File: src/rtl/hidden_cpu_pkg.sv
`default_nettype none
// ============================================================================
// Module      : hidden_cpu_pkg
// Description : Opcodes, FSM state encoding and flag indices for hidden_cpu_core.
// Revision    : 1.0 - initial release
// ============================================================================
package hidden_cpu_pkg;

    localparam logic [3:0] OP_NOP  = 4'd0;
    localparam logic [3:0] OP_ADD  = 4'd1;
    localparam logic [3:0] OP_SUB  = 4'd2;
    localparam logic [3:0] OP_AND  = 4'd3;
    localparam logic [3:0] OP_OR   = 4'd4;
    localparam logic [3:0] OP_XOR  = 4'd5;
    localparam logic [3:0] OP_MOV  = 4'd6;
    localparam logic [3:0] OP_LDI  = 4'd7;
    localparam logic [3:0] OP_BC   = 4'd8;
    localparam logic [3:0] OP_BB   = 4'd9;
    localparam logic [3:0] OP_BU   = 4'd10;
    localparam logic [3:0] OP_OUT  = 4'd11;
    localparam logic [3:0] OP_HALT = 4'd12;

    typedef enum logic [1:0] {
        FETCH = 2'd0,
        IMM   = 2'd1,
        HALT  = 2'd2
    } state_t;

    localparam int FLAG_C = 0;
    localparam int FLAG_B = 1;
    localparam int FLAG_Z = 2;

    // Opcodes above HALT are reserved and flag the sticky illegal bit.
    function automatic logic is_reserved(input logic [3:0] op);
        return op > OP_HALT;
    endfunction

    function automatic logic sets_zero(input logic [3:0] op);
        return (op >= OP_ADD) && (op <= OP_XOR);
    endfunction

endpackage
`default_nettype wire

File: src/rtl/hidden_cpu_core_if.sv
`default_nettype none
// ============================================================================
// Module      : hidden_cpu_core_if
// Description : Instruction handshake and status bus of hidden_cpu_core.
// Revision    : 1.0 - initial release
// ============================================================================
interface hidden_cpu_core_if #(
    parameter int DATA_W = 8,
    parameter int NREGS  = 4,
    parameter int PC_W   = 8
);
    localparam int ADDR_W  = $clog2(NREGS);
    localparam int INSTR_W = 4 + 2 * ADDR_W;

    logic [INSTR_W-1:0] instr_i;
    logic               instr_valid_i;
    logic               instr_ready_o;
    logic [PC_W-1:0]    pc_o;
    logic [DATA_W-1:0]  out_o;
    logic               out_valid_o;
    logic [2:0]         flags_o;
    logic               halted_o;
    logic               illegal_o;

    modport master (
        output instr_i, instr_valid_i,
        input  instr_ready_o, pc_o, out_o, out_valid_o, flags_o, halted_o, illegal_o
    );

    modport slave (
        input  instr_i, instr_valid_i,
        output instr_ready_o, pc_o, out_o, out_valid_o, flags_o, halted_o, illegal_o
    );
endinterface
`default_nettype wire

File: src/rtl/hidden_cpu_core_alu.sv
`default_nettype none
// ============================================================================
// Module      : hidden_alu_n
// Description : Combinational ALU: arithmetic/logic result, carry, borrow, zero.
// Revision    : 1.0 - initial release
// ============================================================================
module hidden_alu_n
    import hidden_cpu_pkg::*;
#(
    parameter int DATA_W = 8
) (
    input  wire logic [3:0]        i_op,
    input  wire logic [DATA_W-1:0] i_a,
    input  wire logic [DATA_W-1:0] i_b,
    output logic      [DATA_W-1:0] o_result,
    output logic                   o_carry,
    output logic                   o_borrow,
    output logic                   o_zero,
    output logic                   o_write_en
);
    logic [DATA_W:0] w_sum;
    logic [DATA_W:0] w_diff;

    // One extra bit captures carry-out and the unsigned borrow.
    assign w_sum  = {1'b0, i_a} + {1'b0, i_b};
    assign w_diff = {1'b0, i_a} - {1'b0, i_b};

    always_comb begin
        o_result   = '0;
        o_write_en = 1'b1;
        case (i_op)
            OP_ADD:  o_result = w_sum[DATA_W-1:0];
            OP_SUB:  o_result = w_diff[DATA_W-1:0];
            OP_AND:  o_result = i_a & i_b;
            OP_OR:   o_result = i_a | i_b;
            OP_XOR:  o_result = i_a ^ i_b;
            OP_MOV:  o_result = i_b;
            default: o_write_en = 1'b0;
        endcase
    end

    assign o_carry  = w_sum[DATA_W];
    assign o_borrow = w_diff[DATA_W];
    assign o_zero   = (o_result == '0);

endmodule
`default_nettype wire

File: src/rtl/hidden_cpu_core.sv
`default_nettype none
// ============================================================================
// Module      : hidden_cpu_core
// Description : Parametrised tiny CPU: register file, PC, FETCH/IMM/HALT FSM.
// Revision    : 1.0 - initial release
// ============================================================================
module hidden_cpu_core
    import hidden_cpu_pkg::*;
#(
    parameter int DATA_W = 8,
    parameter int NREGS  = 4,
    parameter int PC_W   = 8
) (
    input  wire logic          clk,
    input  wire logic          rst,
    hidden_cpu_core_if.slave   bus
);
    localparam int ADDR_W  = $clog2(NREGS);
    localparam int INSTR_W = 4 + 2 * ADDR_W;

    logic [DATA_W-1:0] r_regs [NREGS];
    logic [PC_W-1:0]   r_pc;
    logic [2:0]        r_flags;
    logic [DATA_W-1:0] r_out;
    logic              r_out_valid;
    logic              r_halted;
    logic              r_illegal;
    logic              r_ready;
    logic [ADDR_W-1:0] r_imm_rd;
    state_t            r_state;

    logic [INSTR_W-1:0] w_instr;
    logic [3:0]         w_op;
    logic [ADDR_W-1:0]  w_rd;
    logic [ADDR_W-1:0]  w_rs;
    logic [DATA_W-1:0]  w_a;
    logic [DATA_W-1:0]  w_b;
    logic [DATA_W-1:0]  w_result;
    logic               w_carry;
    logic               w_borrow;
    logic               w_zero;
    logic               w_write_en;
    logic               w_accept;
    logic               w_taken;

    assign w_instr  = bus.instr_i;
    assign w_op     = w_instr[INSTR_W-1 -: 4];
    assign w_rd     = w_instr[2*ADDR_W-1 -: ADDR_W];
    assign w_rs     = w_instr[ADDR_W-1:0];
    assign w_a      = r_regs[w_rd];
    assign w_b      = r_regs[w_rs];
    assign w_accept = bus.instr_valid_i && r_ready;

    hidden_alu_n #(.DATA_W(DATA_W)) u_alu (
        .i_op       (w_op),
        .i_a        (w_a),
        .i_b        (w_b),
        .o_result   (w_result),
        .o_carry    (w_carry),
        .o_borrow   (w_borrow),
        .o_zero     (w_zero),
        .o_write_en (w_write_en)
    );

    always_comb begin
        w_taken = 1'b0;
        case (w_op)
            OP_BC:   w_taken = r_flags[FLAG_C];
            OP_BB:   w_taken = r_flags[FLAG_B];
            OP_BU:   w_taken = 1'b1;
            default: w_taken = 1'b0;
        endcase
    end

    always_ff @(posedge clk) begin
        if (rst) begin
            for (int i = 0; i < NREGS; i++) begin
                r_regs[i] <= DATA_W'(i);
            end
            r_pc        <= '0;
            r_flags     <= '0;
            r_out       <= '0;
            r_out_valid <= 1'b0;
            r_halted    <= 1'b0;
            r_illegal   <= 1'b0;
            r_ready     <= 1'b1;
            r_imm_rd    <= '0;
            r_state     <= FETCH;
        end else begin
            r_out_valid <= 1'b0;
            if (w_accept) begin
                case (r_state)
                    FETCH: begin
                        r_pc <= w_taken ? (r_pc + PC_W'(w_b)) : (r_pc + 1'b1);
                        if (w_write_en) begin
                            r_regs[w_rd] <= w_result;
                        end
                        if (sets_zero(w_op)) begin
                            r_flags[FLAG_Z] <= w_zero;
                        end
                        if (w_op == OP_ADD) begin
                            r_flags[FLAG_C] <= w_carry;
                        end
                        if (w_op == OP_SUB) begin
                            r_flags[FLAG_B] <= w_borrow;
                        end
                        if (w_op == OP_LDI) begin
                            r_imm_rd <= w_rd;
                            r_state  <= IMM;
                        end
                        if (w_op == OP_OUT) begin
                            r_out       <= w_b;
                            r_out_valid <= 1'b1;
                        end
                        if (w_op == OP_HALT) begin
                            r_halted <= 1'b1;
                            r_ready  <= 1'b0;
                            r_state  <= HALT;
                        end
                        if (is_reserved(w_op)) begin
                            r_illegal <= 1'b1;
                        end
                    end
                    IMM: begin
                        // The whole word is the immediate, resized to the data width.
                        r_regs[r_imm_rd] <= DATA_W'(w_instr);
                        r_pc             <= r_pc + 1'b1;
                        r_state          <= FETCH;
                    end
                    default: r_state <= HALT;
                endcase
            end
        end
    end

    assign bus.instr_ready_o = r_ready;
    assign bus.pc_o          = r_pc;
    assign bus.out_o         = r_out;
    assign bus.out_valid_o   = r_out_valid;
    assign bus.flags_o       = r_flags;
    assign bus.halted_o      = r_halted;
    assign bus.illegal_o     = r_illegal;

endmodule
`default_nettype wire

File: src/flat_wrapper.sv
// flat-port wrapper written by rule: the top's interface ports become plain ports
module hidden_cpu_core_flat import hidden_cpu_pkg::*;
#(
    parameter int DATA_W = 8,
    parameter int NREGS  = 4,
    parameter int PC_W   = 8
)
  (clk, rst, bus_instr_i, bus_instr_valid_i, bus_instr_ready_o, bus_pc_o, bus_out_o, bus_out_valid_o, bus_flags_o, bus_halted_o, bus_illegal_o);
  hidden_cpu_core_if #(.DATA_W(DATA_W), .NREGS(NREGS), .PC_W(PC_W)) bus_i ();
  input  wire logic clk;
  input  wire logic rst;
  input wire logic [$bits(bus_i.instr_i)-1:0] bus_instr_i;
  input wire logic [$bits(bus_i.instr_valid_i)-1:0] bus_instr_valid_i;
  output wire logic [$bits(bus_i.instr_ready_o)-1:0] bus_instr_ready_o;
  output wire logic [$bits(bus_i.pc_o)-1:0] bus_pc_o;
  output wire logic [$bits(bus_i.out_o)-1:0] bus_out_o;
  output wire logic [$bits(bus_i.out_valid_o)-1:0] bus_out_valid_o;
  output wire logic [$bits(bus_i.flags_o)-1:0] bus_flags_o;
  output wire logic [$bits(bus_i.halted_o)-1:0] bus_halted_o;
  output wire logic [$bits(bus_i.illegal_o)-1:0] bus_illegal_o;
  assign bus_i.instr_i = bus_instr_i;
  assign bus_i.instr_valid_i = bus_instr_valid_i;
  assign bus_instr_ready_o = bus_i.instr_ready_o;
  assign bus_pc_o = bus_i.pc_o;
  assign bus_out_o = bus_i.out_o;
  assign bus_out_valid_o = bus_i.out_valid_o;
  assign bus_flags_o = bus_i.flags_o;
  assign bus_halted_o = bus_i.halted_o;
  assign bus_illegal_o = bus_i.illegal_o;
  hidden_cpu_core #(.DATA_W(DATA_W), .NREGS(NREGS), .PC_W(PC_W)) u_core (.clk(clk), .rst(rst), .bus(bus_i));
endmodule
File: config.mk
export PLATFORM = sky130hd
export DESIGN_NAME = hidden_cpu_core_flat
export DESIGN_NICKNAME = d
export VERILOG_FILES = /design/src/rtl/hidden_cpu_pkg.sv /design/src/rtl/hidden_cpu_core_if.sv /design/src/rtl/hidden_cpu_core_alu.sv /design/src/rtl/hidden_cpu_core.sv /design/src/flat_wrapper.sv
export SDC_FILE = /design/constraint.sdc
export NUM_CORES = 1
export LEC_CHECK = 0
export CORE_MARGIN = 4
export CORE_UTILIZATION = 40
export DETAILED_ROUTE_END_ITERATION = 7
export PLACE_DENSITY_LB_ADDON = 0.3
export SETUP_SLACK_MARGIN = 0.05
export SYNTH_ARGS = -nofsm -noshare
export SYNTH_HDL_FRONTEND = slang
export SYNTH_SLANG_ARGS = --single-unit
File: constraint.sdc
create_clock -name clk -period 11 [get_ports clk]
set_input_delay 2.2 -clock clk [delete_from_list [all_inputs] [get_ports clk]]
set_output_delay 2.2 -clock clk [all_outputs]
set_load 0.05 [all_outputs]
=== Word-level counts from Yosys, hierarchy flattened ===
Memories as Yosys holds them, arrays and structs flattened.
Cells that the tools add are included.

* Register bits after elaboration: 27
* Bits in writable memories: 32
* Input port bits: 11
* Output and inout bits: 23
* Word-level logic and storage cells: 82
* Memories kept: 1

* Add/sub/neg operators: 4
* Order comparisons: 3
* Equality and inequality tests: 14
* Muxes and demuxes: 26
* Bitwise gates (word level): 5
* Reduce and logical (&&, ||, !) cells: 18

{| class="wikitable"
|+ Memory list
! memory !! depth !! width !! rd ports !! clocked after Yosys merged registers in !! write ports !! line !! text
|-
| u_core.r_regs || 4 || 8 || 2 || 0 || 4 || hidden_cpu_core.sv:21 || <nowiki>logic [DATA_W-1:0] r_regs [NREGS];</nowiki>
|}

{| class="wikitable"
|+ Operators by type and width
! kind !! count
|-
| one-hot mux 8 bit (6 select lines) || 1
|-
| 2-to-1 mux 8 bit || 3
|-
| AND reduction 3 bit || 7
|-
| == test 4 bit, second input constant || 5
|-
| == test 4 x 3 -> 1 bit, second input constant || 4
|-
| one-hot mux 8 bit (2 select lines) || 1
|-
| OR reduction 8 bit || 2
|-
| 2-to-1 mux 1 bit || 15
|-
| adder 8 x 8 -> 9 bit || 1
|-
| subtractor 8 x 8 -> 9 bit || 1
|-
| adder 8 x 1 -> 8 bit, second input constant || 1
|-
| adder 8 bit || 1
|-
| AND 8 bit || 1
|-
| == test 4 x 2 -> 1 bit, second input constant || 2
|-
| logical NOT 8 bit || 1
|-
| 2-to-1 mux 2 bit || 4
|-
| OR 8 bit || 1
|-
| XOR 8 bit || 1
|-
| OR reduction 6 bit || 1
|-
| == test 4 x 1 -> 1 bit, second input constant || 1
|-
| greater-or-equal comparator 4 x 1 -> 1 bit, second input constant || 1
|-
| greater-than comparator 4 bit, second input constant || 1
|-
| less-or-equal comparator 4 x 3 -> 1 bit, second input constant || 1
|-
| one-hot mux 2 bit (2 select lines) || 1
|-
| other kinds (9) || 12
|}

=== Longest topological paths before layout ===
* Depth in word-level cells: 11
* Gate-level depth with buffers: 12
* Mapped depth without buffers: 11

=== By module ===
A second synthesis with hierarchy kept.

* Cell total of the unflattened synthesis: 494
* Area total of the unflattened synthesis: 4585.6 µm²

{| class="wikitable"
|+ Modules (own cells, without submodules)
! module !! instances !! cells each !! area each (µm²) !! seq. area each (µm²)
|-
| hidden_cpu_core || 1 || 301 || 3189.3 || 1501.4
|-
| hidden_alu_n || 1 || 193 || 1396.3 || 0.0
|}

=== Least setup slack after synthesis ===
OpenSTA, ideal clock, no wires.

* Kind: input -> register
* Start: input port bus_instr_i[2]
* End: memory u_core.r_regs[0][3], data pin
* Setup time: 0.273 ns
* Arrival time: 4.775 ns
* Data required time: 10.727 ns
* Setup slack: 5.952 ns
* Stages on the path: 11
* Path buffers: 2
* Cells stage by stage: buf_1 -> mux4_2 -> inv_1 -> ha_1 -> buf_2 -> a21oi_1 -> o32ai_1 -> or2_1 -> a221o_1 -> a22oi_1 -> nor2_1

{| class="wikitable"
|+ RTL lines
! what !! line !! text
|-
| start: declaration || flat_wrapper.sv:12 || <nowiki>input wire logic [$bits(bus_i.instr_i)-1:0] bus_instr_i;</nowiki>
|-
| end: declaration || hidden_cpu_core.sv:21 ||
|}

==> run_results.csv <==
group,metric,value,unit
power_and_ir_drop,ir_worst_vdd,0.00008287,V
detailed_routing,wl_per_cell,19.22,um
clock_tree,numCtsBuffers,9,
logic_synthesis,ys_types,72,
logic_synthesis,synth_compound_area_share,20.26,%
layout,n_antenna_cell,0,
floorplanning,die_height,113.6,um
grt,grt_usage,19.85,%
layout,area_growth,12.68,%
floorplanning,start_util,40.96,%
logic_synthesis,synth_top_family_by_area,"compound AO/OA/AOI/OAI gates",
timing,clock_skew,0.01192,ns
logic_synthesis,synth_xor_area_share,1.375,%
floorplanning,die_w,113.6,um
timing,period_share,54.47,%
timing,layout_setup_ws,5.008,ns
logic_synthesis,postSynth.asyncResetShare,0,%
floorplanning,fp-row-count,38,
detailed_routing,via_count,3798,
critical_path,arrival,6.07,ns
clock_tree,path_clk_slew,0.07,ns
grt,grt_pass1_wl,19960,um
grt,first_global_vias,3729,
critical_path,start_kind,"input pin",
timing,min_period,5.992,ns
clock_tree,insertion_delay,0.34,ns
timing,setup_viol,0,
grt,use_met3,2.971,%
layout,layout-drive-gt1-share,9.627,%
status,status,"finished clean",
clock_tree,cts_sinks,59,
hold_path,hold_class,"reg2reg",
floorplanning,die_area,12900,um2
timing,final-hold-violation-count,0,
timing,worst_slew_pin_slew,0.8802,ns
layout,layout.nets,551,
grt,use_met1,27.25,%
logic_synthesis,synth_fa_ha_area_share,10.61,%
logic_synthesis,synth-edff-count,32,
critical_path,worstPathRequired,11.07,ns
floorplanning,core,10890,um2
logic_synthesis,synth_seq_cells,59,
floorplanning,ios,34,
grt,antenna_found_initial,0,
detailed_routing,drcViolationCount,0,
placed_design,gp_congestion,0.9127,
clock_tree,cts_tree,"done",
critical_path,path_class,"in2reg",
detailed_routing,avgViaCountPerCell,5.852,
timing,rsz0062_at_grt,"no",
power_and_ir_drop,power.density,117.5,nW/um2
grt,grt_overflow,0,
grt,met2_usage,32.67,%
placed_design,hpwlAfterDp,9354,um
critical_path,crit_path_end_kind,"flop",
timing,slew_headroom,41.20,%
logic_synthesis,synth_warnings,0,
logic_synthesis,syn_inst,485,
logic_synthesis,synth_area,4459,um2
critical_path,path_max_fanout,9,
detailed_routing,ant_nets,0,
logic_synthesis,ys_dominant_reg_cell,"edfxtp_1",
power_and_ir_drop,cellLeakagePower,1.867,nW
layout,layout_commonest_cell,"nor2_1",
placed_design,place_ws,4.729,ns
clock_tree,post_cts_buffers,0,
detailed_routing,firstDrtPassIters,5,
logic_synthesis,synth.area.mux_share,8.754,%
logic_synthesis,synth-simple-area-share,19.25,%
placed_design,io_buffers,33,
layout,most-common-layout-cells,"nor2_1 (68), inv_1 (38), a21oi_1 (37)",
logic_synthesis,synth-seq-area-share,33.67,%
clock_tree,root_buffer,"clkbuf_8",
clock_tree,cts_buffer_depth,2,
job,cap_violations,0,
detailed_routing,routed_wl,12480,um
clock_tree,htree_levels,3,
timing,drv_slew,0,
detailed_routing,drt_iter0_markers,269,
clock_tree,cts_resized,0,
clock_tree,cts_hold_buf,0,
grt,busiest_layer,"met2",
grt,grt_max_degree,34,
logic_synthesis,syn_area_per_cell,9.194,um2
timing,max_freq,0.1669,GHz
logic_synthesis,synthesis.nets,532,
timing,fin_setup_tns,0,ns
## report_power, final
group | internal [mW] | switching [mW]
clock | 0.0937 | 0.0909
sequential | 0.240 | 0.00509
combinational | 0.0598 | 0.101
total | 0.393 | 0.197
## critical path, cell delays in order
cell and delay [ns]:
clkdlybuf4s50_1 0.85, mux4_2 0.70, inv_1 0.30, ha_1 0.33
o21ba_2 0.24, nor4_1 0.44, o41a_1 0.27, nor4_1 0.07
nor3_2 0.34, a2bb2oi_2 0.23, nor2_1 0.08
## stage by stage
step	hold WS, ns	power, mW	util [%]	instance area [um2]	std cells
3_3_place_gp	0.4353	0.4054	44.52	4847	633
5_1_grt	0.4864	0.6165	46.15	5025	649
3_5_place_dp	0.4414	0.4075	44.52	4847	633
4_1_cts	0.4532	0.5905	46.15	5025	649
6_report	0.4478	0.5904	46.15	5025	649
2_1_floorplan	0.4841	0.3655	-	4459	485
## synth_stat cells, types with 5 or more instances
| cell type | count | area (um2) |
|---|---|---|
| a22oi_1 | 9 | 67.56 |
| nand3_1 | 13 | 65.06 |
| a21oi_1 | 37 | 185.2 |
| a21o_1 | 6 | 45.04 |
| and2_1 | 5 | 31.28 |
| a211oi_1 | 5 | 37.54 |
| dfxtp_1 | 27 | 540.5 |
| clkbuf_1 | 12 | 45.04 |
| nor3_1 | 14 | 70.07 |
| nand2b_1 | 12 | 75.07 |
| o22ai_1 | 6 | 37.54 |
| edfxtp_1 | 32 | 960.9 |
| o21ai_0 | 23 | 115.1 |
| xnor2_1 | 5 | 43.79 |
| nor2b_1 | 5 | 31.28 |
| nand2_1 | 19 | 71.32 |
| inv_1 | 38 | 142.6 |
| mux4_2 | 16 | 360.4 |
| nor2_1 | 68 | 255.2 |
| buf_2 | 10 | 50.05 |
| ha_1 | 33 | 412.9 |
## sequential cells by signal, summed over array words and instances, names as in the netlist, 2 cells and up
name and cells:
u_core.r_regs 32, u_core.bus.out_o 8, u_core.bus.pc_o 8, u_core.bus.flags_o 3, u_core.r_imm_rd 2, u_core.r_state 2
## worst paths after layout
kind | slack (ns) | cells past startpoint | to | from
max | 5.01 | 11 | u_core.r_regs[2][7]$_SDFFCE_PN0P_ | bus_instr_i[0]
min | 0.45 | 2 | u_core.bus.halted_o$_SDFFE_PP0P_ | u_core.bus.halted_o$_SDFFE_PP0P_
max reg2reg | 7.43 | 10 | u_core.r_regs[2][7]$_SDFFCE_PN0P_ | u_core.r_regs[2][1]$_SDFFCE_PN1P_
min reg2reg | 0.45 | 2 | u_core.bus.halted_o$_SDFFE_PP0P_ | u_core.bus.halted_o$_SDFFE_PP0P_
## area by class of cell
cell class	instances	area, um2
flip-flops and latches	59	1501
clock inverters	4	22.52
multi-input cells	361	2686
inverters	39	146.4
clock buffers	12	155.1
fillers	1065	5863
well taps	140	175.2
repair buffers	34	337.8
## cell families (layout without fill, tap and decap cells)
logic type | Yosys count | count (layout)
XOR/XNOR | 7 | 7
AND/OR/NAND/NOR | 168 | 168
AO/OA/AOI/OAI | 131 | 131
adder cells (fa/ha/maj) | 36 | 36
multiplexers | 19 | 19
buffers and inverters | 65 | 89
flip-flops | 59 | 59
## metal layers
layer,vias to the layer above,part of all wire (%)
met3,20,5.2
met1,1846,45
met5,-,0
li1,1817,-
met4,0,1.9
met2,115,48
Note: power is estimated with default switching activity, not from simulation.
